`config.mk`:
```
export PLATFORM = sky130hd
export DESIGN_NAME = onehot_decoder_3to8
export DESIGN_NICKNAME = d
export VERILOG_FILES = /design/src/rtl/onehot_decoder_3to8.sv
export SDC_FILE = /design/constraint.sdc
export NUM_CORES = 1
export LEC_CHECK = 0
export BUFFER_PORTS_ARGS = -buffer_cell sky130_fd_sc_hd__buf_2
export CORE_MARGIN = 10
export CORE_UTILIZATION = 44
export CTS_CLUSTER_SIZE = 16
export DETAILED_ROUTE_END_ITERATION = 8
export GPL_ROUTABILITY_DRIVEN = 0
export PLACE_DENSITY = 0.73
export SYNTH_ARGS = -nofsm -noshare
export SYNTH_HDL_FRONTEND = slang
export SYNTH_SLANG_ARGS = --single-unit
```
`constraint.sdc`:
```
create_clock -name clk -period 1.6 [get_ports clk]
set_input_delay 0.16 -clock clk [delete_from_list [all_inputs] [get_ports clk]]
set_output_delay 0.16 -clock clk [all_outputs]
set_load 0.1 [all_outputs]
```
`src/rtl/onehot_decoder_3to8.sv`:
```
// Binary-to-one-hot decoder with enable, registered shadow and decode counter.
// Define DES_ONEHOT_CHECK_EN to add the sticky onehot_err output and assertions.
module onehot_decoder_3to8 #(
  parameter int SEL_W = 3,
  parameter int OUT_W = 2**SEL_W,
  parameter int CNT_W = 16
) (
  input  logic             clk,
  input  logic             rst,
  input  logic [SEL_W-1:0] number,
  input  logic             en,
  output logic [OUT_W-1:0] Y,
  output logic [OUT_W-1:0] y_q,
  output logic             valid_q,
  output logic [CNT_W-1:0] dec_count
`ifdef DES_ONEHOT_CHECK_EN
  ,
  output logic             onehot_err
`endif
);

  if (OUT_W != 2**SEL_W) begin : g_bad_width
    $error("OUT_W must equal 2**SEL_W");
  end

  // en is ANDed into every term so X on number cannot leak when disabled
  always_comb begin
    Y = '0;
    for (int i = 0; i < OUT_W; i++) begin
      Y[i] = en && (number == SEL_W'(i));
    end
  end

  always_ff @(posedge clk) begin
    if (rst) begin
      y_q       <= '0;
      valid_q   <= 1'b0;
      dec_count <= '0;
    end else begin
      y_q     <= Y;
      valid_q <= en;
      if (en && (dec_count != {CNT_W{1'b1}})) begin
        dec_count <= dec_count + 1'b1;
      end
    end
  end

`ifdef DES_ONEHOT_CHECK_EN
  always_ff @(posedge clk) begin
    if (rst) begin
      onehot_err <= 1'b0;
    end else begin
      if ($countones(Y) != int'(en)) begin
        onehot_err <= 1'b1;
      end
      assert ($countones(Y) == int'(en));
      assert ($countones(y_q) == int'(valid_q));
    end
  end
`endif

endmodule

```
==> results of run 1 <==
how the worst max path moves through the flow:
| stage | from | end | slack (ns) | depth (start not counted) |
|---|---|---|---|---|
| after floorplan | en | Y[1] | -0.25 | 3 |
| after global placement | dec_count[1] | dec_count[10] | 0.09 | 5 |
| after detailed placement | dec_count[1] | dec_count[10] | 0.05 | 5 |
| after CTS | dec_count[1] | dec_count[10] | 0.02 | 5 |
| after global routing | dec_count[8] | dec_count[13] | -0.04 | 5 |
| final | dec_count[8] | dec_count[13] | 0.04 | 5 |
per-stage QoR:
step / util (%) / std cells / power [W] / hold WS (ns) / area, um^2
after floorplan: - / 138 / 0.0008996 / 0.2368 / 1311
after global placement: 61.50 / 209 / 0.0009499 / 0.4282 / 1565
after detailed placement: 61.50 / 209 / 0.0009580 / 0.4517 / 1565
after CTS: 62.54 / 213 / 0.001235 / 0.1013 / 1592
after global routing: 63.23 / 214 / 0.001278 / 0.1070 / 1609
final: 63.23 / 214 / 0.001230 / 0.1111 / 1609
cells by family (layout without fill, tap and decap cells):
logic type,after synthesis,after routing
simple gates,74,74
compound gates,26,26
flops,25,25
buf+inv,10,56
mux,2,2
fa+ha+maj,1,1
flip-flops by register name (all words and copies together), names as in the netlist:
| name | count |
|---|---|
| dec_count | 16 |
| valid_q | 1 |
| y_q | 8 |
where the power goes:
part | switching, W | internal, W | total [W] | leakage, nW
clock | 0.000182 | 0.0000973 | 0.000279 | 0.0150
sequential | 0.0000224 | 0.000623 | 0.000645 | 0.215
combinational | 0.000244 | 0.0000614 | 0.000306 | 0.448
total | 0.000448 | 0.000781 | 0.00123 | 0.677
synth_stat cells (all sizes together):
cell / n
nand4: 5
mux2i: 1
nor3b: 2
dfxtp: 25
nand2: 9
nand3: 9
ha: 1
and4: 1
or3: 3
a211oi: 1
o221ai: 1
or4b: 1
nand2b: 4
a311o: 1
or4: 3
nor2: 19
nor4: 4
o41ai: 2
o21ai: 2
inv: 5
and3: 4
clkbuf: 2
o31ai: 2
o311ai: 2
o211ai: 1
nor3: 9
o211a: 1
buf: 3
mux2: 1
and2: 1
a21oi: 8
a311oi: 1
a31oi: 4
per-layer routing:
layer  global-route usage (%)  up-vias  wire length [um]
met1                    13.31      578              1355
met2                    20.31       49              1605
li1                         -      607                 -
met5                        0        -                 0
met3                    5.306        2               310
met4                    2.796        0                13
critical path: stages (launching register included):
cell and delay, ns:
dfxtp_4 0.40, nand4_4 0.15, buf_4 0.19, nor2_2 0.14, or4b_1 0.47, a21oi_2 0.13
what timing repair did:
action                                  CTS  global route
resized for setup                         0             3
hold endpoints to repair                  0             0
setup buffers                             0             1
endpoints found under the setup margin    0             5
placed cells by master (no fill, tap or decap), drive strengths merged, types with 2 or more instances in the layout:
cell / netlist / final
nor4: 4 / 4
nor3b: 2 / 2
nand4: 5 / 5
or3: 3 / 3
nor2: 19 / 19
a21oi: 8 / 8
clkbuf: 2 / 4
a31oi: 4 / 4
nand3: 9 / 9
o311ai: 2 / 2
dfxtp: 25 / 25
o41ai: 2 / 2
o31ai: 2 / 2
nor3: 9 / 9
or4: 3 / 3
o21ai: 2 / 2
buf: 3 / 47
nand2b: 4 / 4
and3: 4 / 4
inv: 5 / 5
nand2: 9 / 9
layout make-up:
cell class / count / area (um^2) / area share (%)
multi-input cells: 103 / 704.4 / 43.78
clock buffers: 4 / 26.28 / 1.633
repair buffers: 47 / 261.5 / 16.25
flip-flops and latches: 25 / 560.5 / 34.84
inverters: 5 / 18.77 / 1.166
well taps: 30 / 37.54 / 2.333
==> results.md, run 1 <==
- Filler cells: 215
- Global-route usage over all layers: 11.96%
- Largest cells by area after synthesis: dfxtp_1 42%, nor2_1 5.9%, nor3_1 3.7%
- Post-synth cell types: 41
- Worst path required time: 1.85 ns
- Synthesized netlist cell count: 138
- Slack of the critical path: 0.04139 ns
- Post-synthesis compound-gate area fraction: 14.75%
- Worst-path clk slew: 0.13 ns
- Global-route wire length before repair: 5306 um
- Die outline width: 72.33 um
- Status: completed
- TritonCTS clock tree: built
- Clock buffer depth: 2
- Hpwl dp: 2512 um
- Peak fanout along the critical path: 6
- CTS H-tree lvls: 1
- Critical register-to-register path endpoint: dec_count[13]
- Worst min-delay path class: input port to flop
- Count of pins over their slew limit: 0
- Power per standard cell area: 764.3 mW/mm^2
- Cell area after synthesis: 0.001205 mm^2
- Peak ir drop on the vdd network: 0.0005828 V
- Via density: 5.776
- Critical path launch point type: flop
- # hold bufs at CTS: 0
- Die footprint: 0.005232 mm^2
- Slew at the pin with the worst max-slew slack: 0.5012 ns
- Setup Slack @ Placement: 0.05150 ns
- Post-route antenna net violation count: 0
- First DRT Iteration DRCs: 59
- Combinational family with the most area after synthesis: simple AND/OR/NAND/NOR gates
- First-pass DRT Iterations: 4
- CTS sink cnt: 25
- Count of endpoints failing setup in the final report: 0
- Final nets: 192
- Maximum number of pins on one net before global-route repair: 14
- Via count of the first global-routing pass: 1141
- Basic-gate share of the synthesized area counting and, or, nand and nor cells: 36.55%
- FF-to-FF path depth: 5
- Launch point of the worst hold path: number[0]
- Starting utilization of the core area: 47.35%
- Std cell rows: 18
- Worst R2R Setup Slack: 0.04 ns
- Synth Net Count: 145
- Layout cell share with drive strength beyond 1: 46.74%
- Core area: 0.002545 mm^2
- Detailed-route wire length: 3286 um
- Mux share of post-synthesis cell area: 1.765%
- Sum of negative setup slack: 0 ns
- Max-cap check violation count: 0
- Worst flop-to-flop path startpoint: dec_count[8]
- Antenna cells: 0
- Arrival time worst endpoint: 1.81 ns
- Clock latency of the later-clocked register in the worst-skew pair: 0.31 ns
- Clock root cell: clkbuf_4
- Sequential element share of the synthesized area: 41.54%
- Number of buffers created by CTS: 3
- Critical path start-end classification: flop to flop
- Post-synthesis xor/xnor area fraction: 0%
- Worst Hold Depth: 2
- Max transition margin: 66.82%
- Min Tclk post-route: 1.559 ns
- Upper clock frequency limit: 641.6 MHz
- CP Capture Type: flop
- Post-route DRC: 0
- Average cell area after synthesis: 8.731 um^2
- Static leakage power: 0.6775 nW
- Yosys top cell area share: 41.54%
- Layout Skew: 0.006921 ns
- Count of buffers inserted at the top-level ports: 38
- Grt total ovfl: 0
- Hold-critical path endpoint: y_q[0]
- RSZ-0062 raised after global routing: yes
- Library cell with the largest summed area after synthesis: dfxtp_1
- Synth-to-layout area growth: 33.54%
- Antenna violations before repair: 0
- Number of register bits inferred by synthesis: 25
- Via Count: 1236
- Post-synthesis adder-cell area fraction: 1.038%
- Number of top-level design ports: 39
- Vertical extent of the die: 72.33 um
- Yosys warnings: 0
- Ratio of final minimum period to clock period: 97.41%
- Detail-routed net length per standard cell: 15.36 um
- Number of hold violations in the final report: 0
(Power assumes the default switching activity.)
==> run 2, diff against run 1 <==
--- a/config.mk
+++ b/config.mk
@@ -6,12 +6,15 @@
 export NUM_CORES = 1
 export LEC_CHECK = 0
 export BUFFER_PORTS_ARGS = -buffer_cell sky130_fd_sc_hd__buf_2
-export CORE_MARGIN = 10
-export CORE_UTILIZATION = 44
+export CELL_PAD_IN_SITES_DETAIL_PLACEMENT = 1
+export CELL_PAD_IN_SITES_GLOBAL_PLACEMENT = 2
+export CORE_MARGIN = 2
+export CORE_UTILIZATION = 25
 export CTS_CLUSTER_SIZE = 16
 export DETAILED_ROUTE_END_ITERATION = 8
 export GPL_ROUTABILITY_DRIVEN = 0
-export PLACE_DENSITY = 0.73
+export PLACE_DENSITY = 0.72
+export SETUP_SLACK_MARGIN = 0.4
 export SYNTH_ARGS = -nofsm -noshare
 export SYNTH_HDL_FRONTEND = slang
 export SYNTH_SLANG_ARGS = --single-unit
==> results.md, run 2 (synthesized netlist as in run 1, its figures left out) <==
- Status: completed (unchanged)
- Power per standard cell area: 646.5 mW/mm^2 (was 764.3 mW/mm^2)
- First-pass DRT Iterations: 4 (unchanged)
- CTS sink cnt: 25 (unchanged)
- Number of buffers created by CTS: 3 (unchanged)
- Maximum number of pins on one net before global-route repair: 19 (was 14)
- Worst min-delay path class: input port to flop (unchanged)
- Slew at the pin with the worst max-slew slack: 0.4910 ns (was 0.5012 ns)
- Count of buffers inserted at the top-level ports: 38 (unchanged)
- Via density: 5.216 (was 5.776)
- Min Tclk post-route: 1.512 ns (was 1.559 ns)
- Static leakage power: 0.8513 nW (was 0.6775 nW)
- Internal power summed over all cells: 0.0008973 W (was 0.0007814 W)
- Filler cells: 529 (was 215)
- Total placed instance area: 0.001793 mm^2 (was 0.001565 mm^2)
- Sequential Power Share: 45.9% (was 52.5%)
- Worst path required time: 1.77 ns (was 1.85 ns)
- Hpwl dp: 2934 um (was 2512 um)
- Number of top-level design ports: 39 (unchanged)
- Post-route antenna net violation count: 0 (unchanged)
- Std cell rows: 25 (was 18)
- Arrival time worst endpoint: 1.68 ns (was 1.81 ns)
- Clock latency of the later-clocked register in the worst-skew pair: 0.28 ns (was 0.31 ns)
- Worst-path clk slew: 0.10 ns (was 0.13 ns)
- Worst Hold Depth: 2 (unchanged)
- Final nets: 204 (was 192)
- Grt total ovfl: 0 (unchanged)
- Critical path launch point type: flop (unchanged)
- Detail-routed net length per standard cell: 15.94 um (was 15.36 um)
- Peak fanout along the critical path: 5 (was 6)
- Clock buffer depth: 2 (unchanged)
- Count of endpoints failing setup in the final report: 0 (unchanged)
- Count of pins over their slew limit: 0 (unchanged)
- Highest cell delay on the worst timing path: 0.43 ns (was 0.47 ns)
- FF-to-FF path depth: 5 (unchanged)
- Final cell utilization of the core: 46.35% (was 63.23%)
- Commonest non-fill, non-tap cells in the layout: 24 x buf_4, 16 x dfxtp_4, 11 x nor2_1, 10 x buf_12 (was 38 x buf_2, 16 x dfxtp_4, 15 x nor2_1, 9 x dfxtp_1)
- Detailed-route wire length: 3986 um (was 3286 um)
- Layout cell share with drive strength beyond 1: 60.71% (was 46.74%)
- CTS H-tree lvls: 1 (unchanged)
- CP Cell Sequence: nand4_4 > nor4_4 > buf_4 > mux2i_1 > nand2_1 (was nand4_4 > buf_4 > nor2_2 > or4b_1 > a21oi_2)
- Via count of the first global-routing pass: 1419 (was 1141)
- Peak ir drop on the vdd network: 0.0002538 V (was 0.0005828 V)
- Area of all placed cells without fillers: 0.002175 mm^2 (was 0.001609 mm^2)
- Die outline width: 73.43 um (was 72.33 um)
- Leading cell type in the layout, fill and taps excluded: buf_4 (was buf_2)
- Slowest cell on crit path: nor4_4 (was or4b_1)
- Clock root cell: clkbuf_8 (was clkbuf_4)
- First DRT Iteration DRCs: 21 (was 59)
- Global-route usage over all layers: 15.89% (was 11.96%)
- Register containing the most flip-flops in the final layout: dec_count (unchanged)
- TritonCTS clock tree: built (unchanged)
- Upper clock frequency limit: 661.3 MHz (was 641.6 MHz)
- Antenna cells: 0 (unchanged)
- Fraction of power consumed by combinational cells: 26.1% (was 24.8%)
- Antenna violations before repair: 0 (unchanged)
- Area taken by multi-input logic gates: 889.6 um^2 (was 704.4 um^2)
- Ratio of final minimum period to clock period: 94.51% (was 97.41%)
- RSZ-0062 raised after global routing: yes (unchanged)
- Area taken by flip-flops and latches: 560.5 um^2 (unchanged)
- Starting utilization of the core area: 25.68% (was 47.35%)
- CP Capture Type: flop (unchanged)
- Switching power share of the total: 36.17% (was 36.46%)
- Synth-to-layout area growth: 80.48% (was 33.54%)
- Vertical extent of the die: 73.43 um (was 72.33 um)
- Layout Skew: 0.006582 ns (was 0.006921 ns)
- Fraction of power consumed by the clock network: 27.9% (was 22.7%)
- Psw: 0.0005085 W (was 0.0004484 W)
- Die footprint: 0.005391 mm^2 (was 0.005232 mm^2)
- Critical path start-end classification: flop to flop (unchanged)
- Global-route wire length before repair: 6630 um (was 5306 um)
- Max-cap check violation count: 0 (unchanged)
- Number of hold violations in the final report: 0 (unchanged)
- Core area: 0.004692 mm^2 (was 0.002545 mm^2)
- Flip-flop count of the largest register, all copies and words added: 16 (unchanged)
- Post-route DRC: 0 (unchanged)
- Top Registers: dec_count: 16 flops, y_q: 8 flops, valid_q: 1 flops (unchanged)
- Worst R2R Setup Slack: 0.09 ns (was 0.04 ns)
- Via Count: 1304 (was 1236)
- Max transition margin: 67.02% (was 66.82%)
[run 2: critical path: cells and delay by family (launching register included)]
family	cells	cell delay (ns)
simple gates	3	0.63
flops	1	0.37
buf+inv	1	0.22
mux	1	0.18
[run 2: layout make-up]
type	instances	share of cell area (%)
clock buffers	3	1.899
repair buffers	59	27.22
clock inverters	1	0.2301
well taps	54	3.107
inverters	5	0.8631
flip-flops and latches	25	25.78
multi-input cells	103	40.91
[run 2: metrics by stage]
stage	TNS (ns)	total power, W	instances	worst slack (ns)	hold slack, ns
detailed placement	0	0.001003	234	0.02239	0.4014
finish	0	0.001406	250	0.08777	0.1119
floorplan	-0.3456	0.0009147	138	-0.08063	0.2368
global route	-0.002340	0.001477	250	-0.002340	0.1079
CTS	0	0.001413	250	0.07220	0.1041
global placement	0	0.0009935	234	0.05517	0.3845
[run 2: repair_timing]
| item | in CTS | in global routing |
|---|---|---|
| hold buffers | 0 | 0 |
| pin swaps | 11 | 10 |
| endpoints found under the setup margin | 36 | 28 |
| buffers inserted | 12 | 0 |
| gates resized for setup | 39 | 26 |
[run 2: power by group through the flow]
stage                     Combinational, W  Sequential, W  Clock [W]
after floorplan                   0.000130       0.000785          0
after global placement            0.000336       0.000657          0
after detailed placement          0.000343       0.000660          0
after CTS                         0.000357       0.000646   0.000410
after global routing              0.000389       0.000650   0.000438
final                             0.000368       0.000646   0.000393
[run 2: final timing paths]
check | endpoint | start
worst max-delay path | dec_count[0] | dec_count[8]
worst min-delay path | valid_q | rst
worst max register to register | dec_count[0] | dec_count[8]
worst min register to register | dec_count[11] | dec_count[11]
[run 2: layer usage]
metal  GRT usage (%)  wire length (um)
met5               0                 0
met1           17.88              1657
met4           5.455                65
met3           3.704               149
met2           29.13              2114
